## src/rtl/aes128_ks_ctrl_if.sv

```systemverilog
// Control bus between the AES-128 key-schedule sequencer and its surroundings.
// The abort signal exists only when KS_ABORT_EN is defined.
interface aes128_ks_ctrl_if #(
  parameter int d = 2
);
  logic           start;
  logic           busy;
  logic           key_sel;
  logic           key_reg_en;
  logic [8*d-1:0] sh_RCON;
  logic           rk_valid;
  logic [3:0]     rk_idx;
  logic           done;
`ifdef KS_ABORT_EN
  logic           abort;
`endif

  modport master (
    input  start,
`ifdef KS_ABORT_EN
    input  abort,
`endif
    output busy, key_sel, key_reg_en, sh_RCON, rk_valid, rk_idx, done
  );

  modport slave (
    output start,
`ifdef KS_ABORT_EN
    output abort,
`endif
    input  busy, key_sel, key_reg_en, sh_RCON, rk_valid, rk_idx, done
  );
endinterface

```

## src/rtl/aes128_ks_ctrl.sv

```systemverilog
// Sequencer for a masked AES-128 key-schedule round datapath (d shares, LATENCY-cycle rounds).
// Optional feature: define KS_ABORT_EN to add the abort input.
module aes128_ks_ctrl #(
  parameter int d       = 2,
  parameter int LATENCY = 6
) (
  input  logic              clk,
  input  logic              rst,
  aes128_ks_ctrl_if.master  ks
);
  typedef enum logic [1:0] {IDLE, ROUND, DONE} state_t;

  localparam int            CW       = (LATENCY > 1) ? $clog2(LATENCY) : 1;
  localparam logic [CW-1:0] CNT_LAST = CW'(LATENCY - 1);

  state_t         state;
  logic [3:0]     round;
  logic [CW-1:0]  cnt;
  logic [7:0]     rcon;
  logic           busy_r;
  logic           rk_valid_r;
  logic [3:0]     rk_idx_r;
  logic           done_r;
  logic           abort_i;
  logic           capture;
  logic [8*d-1:0] rcon_sh;

`ifdef KS_ABORT_EN
  assign abort_i = ks.abort;
`else
  assign abort_i = 1'b0;
`endif

  assign capture = (state == ROUND) && (cnt == CNT_LAST);

  // Share 0 of every RCON bit carries the constant, remaining shares are zero.
  always_comb begin
    rcon_sh = '0;
    for (int unsigned b = 0; b < 8; b++) begin
      rcon_sh[b*d] = rcon[b];
    end
  end

  always_comb begin
    ks.key_sel    = 1'b0;
    ks.key_reg_en = 1'b0;
    ks.sh_RCON    = '0;
    case (state)
      IDLE: begin
        ks.key_sel    = 1'b1;
        ks.key_reg_en = ks.start;
      end
      ROUND: begin
        if (capture) begin
          ks.sh_RCON = rcon_sh;
          if (!abort_i) begin
            ks.key_reg_en = 1'b1;
          end
        end
      end
      default: ;
    endcase
  end

  always_ff @(posedge clk or posedge rst) begin
    if (rst) begin
      state      <= IDLE;
      round      <= '0;
      cnt        <= '0;
      rcon       <= 8'h01;
      busy_r     <= 1'b0;
      rk_valid_r <= 1'b0;
      rk_idx_r   <= '0;
      done_r     <= 1'b0;
    end else begin
      rk_valid_r <= 1'b0;
      done_r     <= 1'b0;
      case (state)
        IDLE: begin
          if (ks.start) begin
            state      <= ROUND;
            round      <= 4'd1;
            cnt        <= '0;
            rcon       <= 8'h01;
            busy_r     <= 1'b1;
            rk_valid_r <= 1'b1;
            rk_idx_r   <= '0;
          end
        end
        ROUND: begin
          if (abort_i) begin
            state  <= IDLE;
            round  <= '0;
            cnt    <= '0;
            rcon   <= 8'h01;
            busy_r <= 1'b0;
          end else if (capture) begin
            cnt        <= '0;
            rcon       <= {rcon[6:0], 1'b0} ^ (rcon[7] ? 8'h1B : 8'h00);
            rk_valid_r <= 1'b1;
            rk_idx_r   <= round;
            if (round == 4'd10) begin
              state  <= DONE;
              done_r <= 1'b1;
            end else begin
              round <= round + 4'd1;
            end
          end else begin
            cnt <= cnt + 1'b1;
          end
        end
        DONE: begin
          state  <= IDLE;
          round  <= '0;
          cnt    <= '0;
          rcon   <= 8'h01;
          busy_r <= 1'b0;
        end
        default: state <= IDLE;
      endcase
    end
  end

  assign ks.busy     = busy_r;
  assign ks.rk_valid = rk_valid_r;
  assign ks.rk_idx   = rk_idx_r;
  assign ks.done     = done_r;
endmodule

```

## src/flat_wrapper.sv

```systemverilog
// flat-port wrapper written by rule: the top's interface ports become plain ports
module aes128_ks_ctrl_flat 
#(
  parameter int d       = 2,
  parameter int LATENCY = 6
)
  (clk, rst, ks_start, ks_busy, ks_key_sel, ks_key_reg_en, ks_sh_RCON, ks_rk_valid, ks_rk_idx, ks_done);
  aes128_ks_ctrl_if #(.d(d)) ks_i ();
  input  logic clk;
  input  logic rst;
  input wire logic [$bits(ks_i.start)-1:0] ks_start;
  output wire logic [$bits(ks_i.busy)-1:0] ks_busy;
  output wire logic [$bits(ks_i.key_sel)-1:0] ks_key_sel;
  output wire logic [$bits(ks_i.key_reg_en)-1:0] ks_key_reg_en;
  output wire logic [$bits(ks_i.sh_RCON)-1:0] ks_sh_RCON;
  output wire logic [$bits(ks_i.rk_valid)-1:0] ks_rk_valid;
  output wire logic [$bits(ks_i.rk_idx)-1:0] ks_rk_idx;
  output wire logic [$bits(ks_i.done)-1:0] ks_done;
  assign ks_i.start = ks_start;
  assign ks_busy = ks_i.busy;
  assign ks_key_sel = ks_i.key_sel;
  assign ks_key_reg_en = ks_i.key_reg_en;
  assign ks_sh_RCON = ks_i.sh_RCON;
  assign ks_rk_valid = ks_i.rk_valid;
  assign ks_rk_idx = ks_i.rk_idx;
  assign ks_done = ks_i.done;
  aes128_ks_ctrl #(.d(d), .LATENCY(LATENCY)) u_core (.clk(clk), .rst(rst), .ks(ks_i));
endmodule
```

## config.mk

```make
export PLATFORM = sky130hd
export DESIGN_NAME = aes128_ks_ctrl_flat
export DESIGN_NICKNAME = d
export VERILOG_FILES = /design/src/rtl/aes128_ks_ctrl_if.sv /design/src/rtl/aes128_ks_ctrl.sv /design/src/flat_wrapper.sv
export SDC_FILE = /design/constraint.sdc
export NUM_CORES = 1
export LEC_CHECK = 0
export ABC_CLOCK_PERIOD_IN_PS = 5400
export CAP_MARGIN = 20
export CORE_MARGIN = 2
export CORE_UTILIZATION = 57
export CTS_CLUSTER_DIAMETER = 80
export DETAILED_ROUTE_END_ITERATION = 8
export DONT_BUFFER_PORTS = 1
export PLACE_DENSITY = 0.77
export SLEW_MARGIN = 15
export SYNTH_ARGS = -nofsm -noshare
export SYNTH_HDL_FRONTEND = slang
export SYNTH_SLANG_ARGS = --single-unit
```

## constraint.sdc

```tcl
create_clock -name clk -period 5.4 [get_ports clk]
set_input_delay 0.27 -clock clk [delete_from_list [all_inputs] [get_ports clk]]
set_output_delay 0.27 -clock clk [all_outputs]
set_load 0.005 [all_outputs]
```

==> run_results.csv, run 1 <==
group,metric,value,unit
run_status,status,"completed",
cells_and_area,layout-drive-gt1-share,6.90,%
clock_tree,post_cts_resized,0,
logic_synthesis,synth_compound_area_share,11.7,%
logic_synthesis,synthMuxAreaShare,0.815,%
clock_tree,cts_made_buffers,3,
timing,slew-limit-headroom,40.3,%
clock_tree,cts_setup_buffers,0,
critical_path,cpPeakStageDelay,0.51,ns
detailed_routing,vias,939,
floorplan,initial_core_util,61.3,%
place,io_buffers,0,
logic_synthesis,synthTopCellsByCount,"32 x nand2_1, 23 x dfrtp_1, 12 x o21ai_0",
critical_path,worstSetupPathType,"reg2reg",
critical_path,path_cells,"inv_1 -> ha_1 -> a21boi_1 -> or3_1 -> and2_4",
critical_path,cpMaxStageDelayCell,"or3_1",
detailed_routing,postRouteAntennaNets,0,
pwr,power.density,477,mW/mm^2
logic_synthesis,synthCells,148,
logic_synthesis,synth_cell_types,35,
timing,setup_viol,0,
cells_and_area,area_growth,0.634,%
logic_synthesis,seq_area_frac_synth,43.6,%
cells_and_area,antenna_cells,0,
logic_synthesis,syn-cell-area,0.00138,sq mm
pwr,ir_drop,0.000301,V
floorplan,io_pins,28,
timing,hold_viol,0,
clock_tree,htreeDepth,1,
critical_path,crit_path_max_fanout,17,
clock_tree,clock-sinks,24,
logic_synthesis,ys.flop_type,"dfrtp_1",
logic_synthesis,yosys.area_share.simple,22.8,%
timing,fmax,461,MHz
timing,tightest_slew,0.895,ns
detailed_routing,first_iter_violations,19,
place,hpwlAfterDp,1.77,mm
timing,maxSlewViolCount,0,
critical_path,critPathBufInv,1,
timing,min_period,2.17,ns
logic_synthesis,synthArstFlopShare,100,%
clock_tree,cts_tree,"done",
cells_and_area,final_nets,159,
logic_synthesis,synth-adder-area-share,9.06,%
global_routing,grt-ovfl-total,0,
floorplan,fp.dieArea,0.00283,sq mm
global_routing,grt_usage,20.3,%
pwr,power_leakage,0.676,nW
logic_synthesis,ys_ff_latch,24,
clock_tree,cts_hold_buf,0,
detailed_routing,drt-wirelength-per-cell,14.2,um
critical_path,cp.required,5.68,ns
logic_synthesis,yosysTopAreaCell,"dfrtp_1",
clock_tree,path_clk_slew,0.14,ns
detailed_routing,firstDrtPassIters,4,
global_routing,grt_pass1_wl,4.10,mm
worst_hold_path,hp-class,"in2async",
floorplan,fp-row-count,17,
timing,post-route-period-util,40.2,%
detailed_routing,routed_via_density,5.43,
timing,rsz0062_at_grt,"false",
global_routing,antenna_found_initial,0,
logic_synthesis,yosys_warnings,0,
cells_and_area,fin_util,61.7,%
timing,final.setup_skew,0.00274,ns
logic_synthesis,synth_top_area_share,41.7,%
logic_synthesis,synth.area.top_cells,"dfrtp_1 42%, ha_1 9.1%, nand2_1 8.7%",
logic_synthesis,synth_edf_count,0,
detailed_routing,drcViolationCount,0,
flow_run,maxCapViolations,0,
place,place.gp.congestion,0.823,
logic_synthesis,synth_xor_area_share,2.54,%
logic_synthesis,avgSynthCellArea,9.33,sq um
critical_path,critPathTopFamily,"simple AND/OR/NAND/NOR gates",
critical_path,critPathLaunchType,"flip-flop",
detailed_routing,wl,2.45,mm
global_routing,grt_pass1_vias,901,
clock_tree,cts_root_buf,"clkbuf_4",
logic_synthesis,synth_top_family_by_area,"simple AND/OR/NAND/NOR gates",
floorplan,chipWidth,53.2,um
timing,fin_setup_tns,0,ns
clock_tree,clkLatencyLatePin,0.32,ns
critical_path,arrival,2.44,ns
critical_path,end_kind,"flip-flop",
global_routing,grt_max_degree,25,
clock_tree,cts_buffer_depth,2,
logic_synthesis,yosysMostFrequentCell,"nand2_1",
floorplan,core,0.00225,sq mm
floorplan,die_h,53.2,um
[cell families (layout without fill, tap and decap cells)]
kind of cell / after synthesis / in the layout
AND/OR/NAND/NOR: 60 / 60
buffers and inverters: 20 / 10
multiplexers: 1 / 1
other: 1 / 8
AO/OA/AOI/OAI: 28 / 28
flip-flops: 24 / 24
XOR/XNOR: 4 / 4
adder cells (fa/ha/maj): 10 / 10
[per-layer routing]
metal	vias to the layer above	GRT usage (%)	share of wire, %
met1	442	25.4	46
met2	30	33.3	48
met3	5	5.08	4.7
met5	-	0	0
met4	0	7.69	1.3
li1	462	-	-
[per-stage QoR]
stage	power (mW)	instance area [sq um]	hold slack [ns]	setup slack, ns	instances
global placement	0.518	1340	0.388	3.39	169
floorplan	0.504	1410	0.284	3.57	155
finish	0.663	1390	0.00963	3.23	173
detailed placement	0.533	1340	0.400	3.26	169
global route	0.714	1390	0.0894	3.00	173
CTS	0.663	1390	0.0477	3.24	173
[cells in the final DEF, fill, tap and decap left out, drive strengths merged]
cell type	n
o22ai	1
a21o	2
ha	10
nand3b	1
conb	8
or3	1
nor2	4
and3	1
mux2	1
nor2b	2
inv	6
dfrtp	23
o211ai	1
nand2b	1
nand3	2
o21ai	20
a22o	1
nor3b	3
bufinv	1
a21oi	1
nor4	1
nor3	1
xor2	4
a211oi	1
dfstp	1
nand2	32
and4b	1
and2	10
a21boi	1
clkbuf	3
[state kept, by name, indices dropped and copies added, names as in the netlist]
signal	cells
u_core.rcon	8
u_core.ks.rk_valid	1
u_core.round	4
u_core.ks.busy	1
u_core.state	2
u_core.cnt	3
u_core.ks.rk_idx	4
u_core.ks.done	1
[final timing paths]
check	slack, ns	from	to	depth (start not counted)
max in group asynchronous	4.85	rst	u_core.round[2]	1
worst min register to register	0.50	u_core.rcon[0]	u_core.rcon[0]	2
worst min-delay path	0.01	rst	u_core.ks.rk_idx[2]	1
worst max register to register	3.23	u_core.state[1]	u_core.cnt[2]	5
worst max-delay path	3.23	u_core.state[1]	u_core.cnt[2]	5
min in group clk	0.09	ks_start	u_core.ks.busy	2
[power by group]
part	internal, mW	total, mW	switching, mW
Sequential	0.223	0.259	0.0357
Combinational	0.0937	0.271	0.177
Clock	0.0751	0.133	0.0582
[area by class of cell]
| class | instances | area (sq um) |
|---|---|---|
| sequential | 24 | 602 |
| tap | 28 | 35.0 |
| inverter | 6 | 22.5 |
| fill | 191 | 865 |
| clock buffer | 3 | 22.5 |
| clock inverter | 1 | 30.0 |
| multi-input combinational | 111 | 678 |
Power figures use the tool's default switching activity.
==> inputs of run 2 (changes only) <==
Settings changed: ABC_AREA set to 1, ABC_CLOCK_PERIOD_IN_PS 5400 to 1850, CORE_UTILIZATION 57 to 56, PLACE_DENSITY 0.77 to 0.79.
Clock period 5.4 ns to 1.85 ns, I/O delays scaled along.
==> run 2 against run 1 <==
- global-route usage shrank 1.1 points
- flip-flop and latch count unchanged
- via count grew 19%
- clock-buffer cell count rose by 1
- largest power group unchanged
- clock skew rose by 0.0083 ns
- critical endpoint is now u_core.rcon[2]
- synthesized cell count rose by 26%
- worst hold slack gained 0.18 ns
- cell count rose by 28%
==> run_results.csv, run 2 <==
group,metric,value,unit
run_status,status,"completed",
timing,setup_viol,0,
logic_synthesis,synth_top_area_share,40.1,%
global_routing,grt_usage,19.3,%
timing,slew-limit-headroom,59.8,%
clock_tree,cts_made_buffers,3,
worst_hold_path,hp-class,"in2reg",
critical_path,critPathTopFamily,"simple AND/OR/NAND/NOR gates",
logic_synthesis,synth.area.top_cells,"dfrtp_1 40%, nand2_1 15%, ha_1 8.7%",
place,place.gp.congestion,0.877,
critical_path,worstSetupPathType,"reg2reg",
timing,rsz0062_at_grt,"false",
clock_tree,cts_buffer_depth,2,
timing,post-route-period-util,92.0,%
cells_and_area,antenna_cells,0,
logic_synthesis,synth_cell_types,24,
detailed_routing,vias,1119,
floorplan,die_h,54.6,um
floorplan,chipWidth,54.6,um
critical_path,end_kind,"flip-flop",
clock_tree,clkLatencyLatePin,0.32,ns
logic_synthesis,yosysTopAreaCell,"dfrtp_1",
global_routing,grt_pass1_vias,961,
logic_synthesis,ys.flop_type,"dfrtp_1",
timing,fin_setup_tns,0,ns
detailed_routing,wl,2.61,mm
floorplan,initial_core_util,58.4,%
flow_run,maxCapViolations,0,
timing,final.setup_skew,0.0110,ns
timing,whs,0.192,ns
timing,hold_viol,0,
critical_path,critPathLaunchType,"flip-flop",
logic_synthesis,seq_area_frac_synth,42.0,%
clock_tree,cts_root_buf,"clkbuf_4",
place,io_buffers,0,
place,dp.cells,215,
cells_and_area,final_common_cell,"nand2_1",
cells_and_area,layout_common_cells,"59 x nand2_1, 24 x inv_1, 22 x dfrtp_1, 16 x nor2_1, 11 x nand3_1",
cells_and_area,largest_register_ffs,8,
pwr,power.density,1350,mW/mm^2
logic_synthesis,avgSynthCellArea,7.67,sq um
critical_path,cp.required,2.07,ns
global_routing,grt-ovfl-total,0,
clock_tree,cts_tree,"done",
pwr,p_total,2.02,mW
detailed_routing,routed_via_density,5.06,
timing,maxSlewViolCount,0,
cells_and_area,layout-drive-gt1-share,9.95,%
critical_path,path_cells,"inv_1 -> ha_1 -> nand2_2 -> nand2_4 -> nor2_4 -> inv_1 -> nand2_1 -> nand2_1",
timing,tightest_slew,0.603,ns
logic_synthesis,syn-cell-area,0.00143,sq mm
pwr,power_leakage,0.770,nW
logic_synthesis,synthCells,187,
detailed_routing,drcViolationCount,0,
cells_and_area,area_growth,4.71,%
clock_tree,htreeDepth,1,
floorplan,core,0.00245,sq mm
cells_and_area,fin_util,61.2,%
floorplan,fp-row-count,18,
logic_synthesis,synthArstFlopShare,100,%
critical_path,arrival,1.92,ns
timing,fmax,587,MHz
pwr,ir_drop,0.000920,V
cells_and_area,multi_input_area,684,sq um
detailed_routing,drt-wirelength-per-cell,11.8,um
cells_and_area,finalNonFillerCells,221,
logic_synthesis,ys_ff_latch,24,
cells_and_area,final_nets,205,
cells_and_area,nFillCells,202,
detailed_routing,first_iter_violations,23,
logic_synthesis,yosys_warnings,0,
detailed_routing,firstDrtPassIters,4,
cells_and_area,regArea,603,sq um
global_routing,grt_max_degree,17,
detailed_routing,postRouteAntennaNets,0,
critical_path,critPathBufInv,2,
logic_synthesis,synthTopCellsByCount,"59 x nand2_1, 25 x inv_1, 23 x dfrtp_1",
logic_synthesis,synth_edf_count,0,
timing,min_period,1.70,ns
clock_tree,clock-sinks,24,
floorplan,fp.dieArea,0.00298,sq mm
floorplan,io_pins,28,
clock_tree,path_clk_slew,0.14,ns
global_routing,antenna_found_initial,0,
global_routing,grt_pass1_wl,4.11,mm
cells_and_area,top_register,"u_core.rcon",
place,hpwlAfterDp,1.98,mm
logic_synthesis,yosysMostFrequentCell,"nand2_1",
critical_path,crit_path_max_fanout,12,
critical_path,cpPeakStageDelay,0.45,ns
critical_path,cpMaxStageDelayCell,"dfrtp_2",
## run 2: logic make-up (layout without fill, tap and decap cells)
logic type | after synthesis | count (layout) | share of synthesized area (%)
fa+ha+maj | 10 | 10 | 8.73
compound gates | 19 | 19 | 7.42
other cells | 1 | 8 | 0.262
flops | 24 | 24 | 42.0
simple gates | 94 | 94 | 28.0
xor+xnor | 1 | 1 | 0.611
buf+inv | 38 | 35 | 13.0
## run 2: metrics by stage
| stage | instance area [sq um] | setup slack [ns] |
|---|---|---|
| final | 1500 | 0.148 |
| after detailed placement | 1430 | 0.204 |
| after floorplan | 1460 | 0.437 |
| after CTS | 1490 | 0.0369 |
| after global routing | 1500 | 0.0243 |
| after global placement | 1430 | 0.293 |
## run 2: what timing repair did
action	CTS	global route
hold endpoints to repair	16	0
gates resized for setup	1	3
pin swaps	0	1
endpoints found under the setup margin	9	9
setup buffers	0	0
hold buffers	2	0
## run 2: final timing paths
| check | startpoint | end | slack (ns) | depth (start not counted) |
|---|---|---|---|---|
| worst max-delay path | u_core.state[0] | u_core.rcon[2] | 0.15 | 8 |
| worst min-delay path | ks_start | u_core.ks.rk_idx[2] | 0.19 | 4 |
| worst max register to register | u_core.state[0] | u_core.rcon[2] | 0.15 | 8 |
| worst min register to register | u_core.rcon[0] | u_core.rcon[0] | 0.49 | 2 |
| max in group asynchronous | rst | u_core.state[0] | 1.02 | 3 |
| min in group asynchronous | rst | u_core.ks.rk_valid | 0.26 | 2 |
## run 2: where the power goes
part           internal, mW  total (mW)  switching, mW  leakage [nW]
Combinational         0.323       0.957          0.634         0.430
Sequential            0.659       0.778          0.119         0.319
Clock                 0.120       0.286          0.166        0.0210
Total                  1.10        2.02          0.919         0.770
## run 2: layout make-up
cell class                 instances  area share [%]
sequential                        24            40.2
inverter                          26            6.50
tap                               30            2.50
multi-input combinational        132            45.6
timing repair buffer               5            2.83
clock buffer                       4            2.42
## run 2: metal layers
| layer | vias to the layer above | track usage (%) | wire length [um] |
|---|---|---|---|
| met1 | 520 | 23.2 | 1170 |
| met4 | 0 | 5.00 | 19 |
| met2 | 29 | 35.3 | 1280 |
| li1 | 568 | - | - |
| met5 | - | 0 | 0 |
| met3 | 2 | 2.73 | 139 |
## run 2: worst min-delay path, delay by kind of cell
kind                   cells  cell delay (ns)
AOI/OAI and AO/OA          2             0.25
and+or+nand+nor            1             0.09
buffers and inverters      1             0.04
==> inputs of run 3 (changes only) <==
Settings changed: CELL_PAD_IN_SITES_DETAIL_PLACEMENT set to 0, CELL_PAD_IN_SITES_GLOBAL_PLACEMENT set to 1, CORE_UTILIZATION 56 to 40, PLACE_DENSITY 0.79 to 0.78.
==> run 3 against run 2 <==
- utilization decreased by 15 points
- power grew 6.0%
- non-clock buffer count increased by 1
- combinational power grew 2%
- critical path depth shrank 3
- sequential share of layout area is 1.2 points lower
- routed wire length up 5.4%
- flip-flop and latch count is the same
- die area is 37% higher
- maximum frequency rose by 0.62%
- critical path type is now reg2out
==> run_results.csv, run 3 (synthesis gave the netlist of run 2 again) <==
group,metric,value,unit
floorplan,fp.dieArea,0.00408,sq mm
timing,min_period,1.69,ns
timing,rsz0062_at_grt,"false",
timing,fmax,591,MHz
critical_path,critPathLaunchType,"flip-flop",
detailed_routing,drcViolationCount,0,
clock_tree,cts_made_buffers,3,
cells_and_area,final_nets,206,
clock_tree,path_clk_slew,0.14,ns
timing,hold_viol,0,
timing,whs,0.164,ns
run_status,status,"completed",
floorplan,initial_core_util,42.3,%
floorplan,core,0.00339,sq mm
global_routing,grt_max_degree,16,
floorplan,chipWidth,63.9,um
worst_hold_path,min_to,"u_core.round[3]",
detailed_routing,vias,1116,
place,io_buffers,0,
pwr,ir_drop,0.000609,V
global_routing,antenna_found_initial,0,
cells_and_area,area_growth,7.94,%
critical_path,cp.required,1.76,ns
cells_and_area,layout-drive-gt1-share,10.4,%
critical_path,rr_startpoint,"u_core.state[0]",
timing,setup_ws,0.158,ns
timing,post-route-period-util,91.5,%
place,place.gp.congestion,0.794,
clock_tree,cts_tree,"done",
floorplan,fp-row-count,21,
detailed_routing,firstDrtPassIters,4,
clock_tree,clkLatencyLatePin,0.32,ns
cells_and_area,regArea,603,sq um
critical_path,end_kind,"primary output",
cells_and_area,antenna_cells,0,
cells_and_area,layout_common_cells,"59 x nand2_1, 25 x inv_1, 22 x dfrtp_1, 16 x nor2_1, 11 x nand3_1",
timing,final.setup_skew,0.00704,ns
worst_hold_path,whs_path_depth,6,
clock_tree,clock-sinks,24,
global_routing,grt_pass1_vias,1098,
clock_tree,htreeDepth,1,
global_routing,grt_pass1_wl,4.84,mm
worst_hold_path,min_from,"ks_start",
critical_path,crit_path_max_fanout,10,
detailed_routing,routed_via_density,4.69,
timing,tightest_slew,0.571,ns
flow_run,maxCapViolations,0,
clock_tree,cts_setup_buffers,0,
critical_path,arrival,1.60,ns
timing,setup_viol,0,
timing,fin_setup_tns,0,ns
detailed_routing,postRouteAntennaNets,0,
global_routing,grt-ovfl-total,0,
cells_and_area,largest_register_ffs,8,
detailed_routing,first_iter_violations,68,
detailed_routing,drt-wirelength-per-cell,11.6,um
critical_path,regToRegSetupSlack,0.26,ns
floorplan,io_pins,28,
cells_and_area,nFillCells,335,
timing,maxSlewViolCount,0,
critical_path,worstSetupPathType,"reg2out",
cells_and_area,top_register,"u_core.rcon",
timing,slew-limit-headroom,61.9,%
worst_hold_path,hp-class,"in2reg",
critical_path,reg2reg_depth,8,
pwr,power.density,1380,mW/mm^2
place,hpwlAfterDp,2.12,mm
clock_tree,cts_buffer_depth,2,
place,place_ws,0.189,ns
detailed_routing,wl,2.75,mm
cells_and_area,multi_input_area,687,sq um
pwr,power_leakage,0.781,nW
floorplan,die_h,63.9,um
cells_and_area,final_common_cell,"nand2_1",
global_routing,grt_usage,14.9,%
critical_path,reg2reg_to,"u_core.rcon[2]",
clock_tree,cts_root_buf,"clkbuf_4",
run 3: cell type report:
class / instances / area share, %
Clock buffer: 3 / 1.46
Clock inverter: 1 / 1.94
Timing Repair Buffer: 6 / 3.23
Inverter: 26 / 6.31
Multi-Input combinational cell: 132 / 44.4
Sequential cell: 24 / 39.0
Tap cell: 46 / 3.72
run 3: worst max path at each step:
stage	startpoint	end	slack, ns	depth (start not counted)
after floorplan	u_core.state[1]	u_core.ks.rk_valid	0.44	6
after global placement	u_core.state[0]	u_core.rcon[7]	0.25	8
after detailed placement	u_core.state[0]	u_core.rcon[7]	0.19	8
after CTS	u_core.state[1]	ks_sh_RCON[8]	0.07	5
after global routing	u_core.state[1]	ks_sh_RCON[8]	0.005	5
final	u_core.state[1]	ks_sh_RCON[8]	0.16	5
run 3: repair_timing:
item / 4_1_cts / 5_1_grt
hold endpoints to repair: 16 / 0
resized for setup: 1 / 3
endpoints found under the setup margin: 8 / 12
hold buffers: 2 / 0
run 3: report_power, final:
part | internal (mW) | leakage (nW) | switching, mW
registers | 0.659 | 0.319 | 0.122
logic | 0.335 | 0.434 | 0.637
clock network | 0.219 | 0.0279 | 0.169
run 3: stage by stage:
step / utilization (%) / power, mW / std cells / cell area (sq um)
4_1_cts: 45.3 / 2.14 / 238 / 1530
5_1_grt: 45.7 / 2.37 / 238 / 1550
6_report: 45.7 / 2.14 / 238 / 1550
3_3_place_gp: 43.0 / 1.72 / 232 / 1460
3_5_place_dp: 43.0 / 1.74 / 232 / 1460
2_1_floorplan: - / 1.56 / 194 / 1460
run 3: metal layers:
layer | global-route usage (%) | share of wire [%]
met1 | 19.8 | 48
met2 | 24.6 | 46
met3 | 2.64 | 5.0
met4 | 4.89 | 1.1
met5 | 0 | 0
run 3: critical path, stage by stage, from the launching register on:
cell,delay [ns]
dfrtp_1,0.43
inv_1,0.16
ha_4,0.22
nand3_1,0.12
buf_4,0.20
nor2_1,0.15
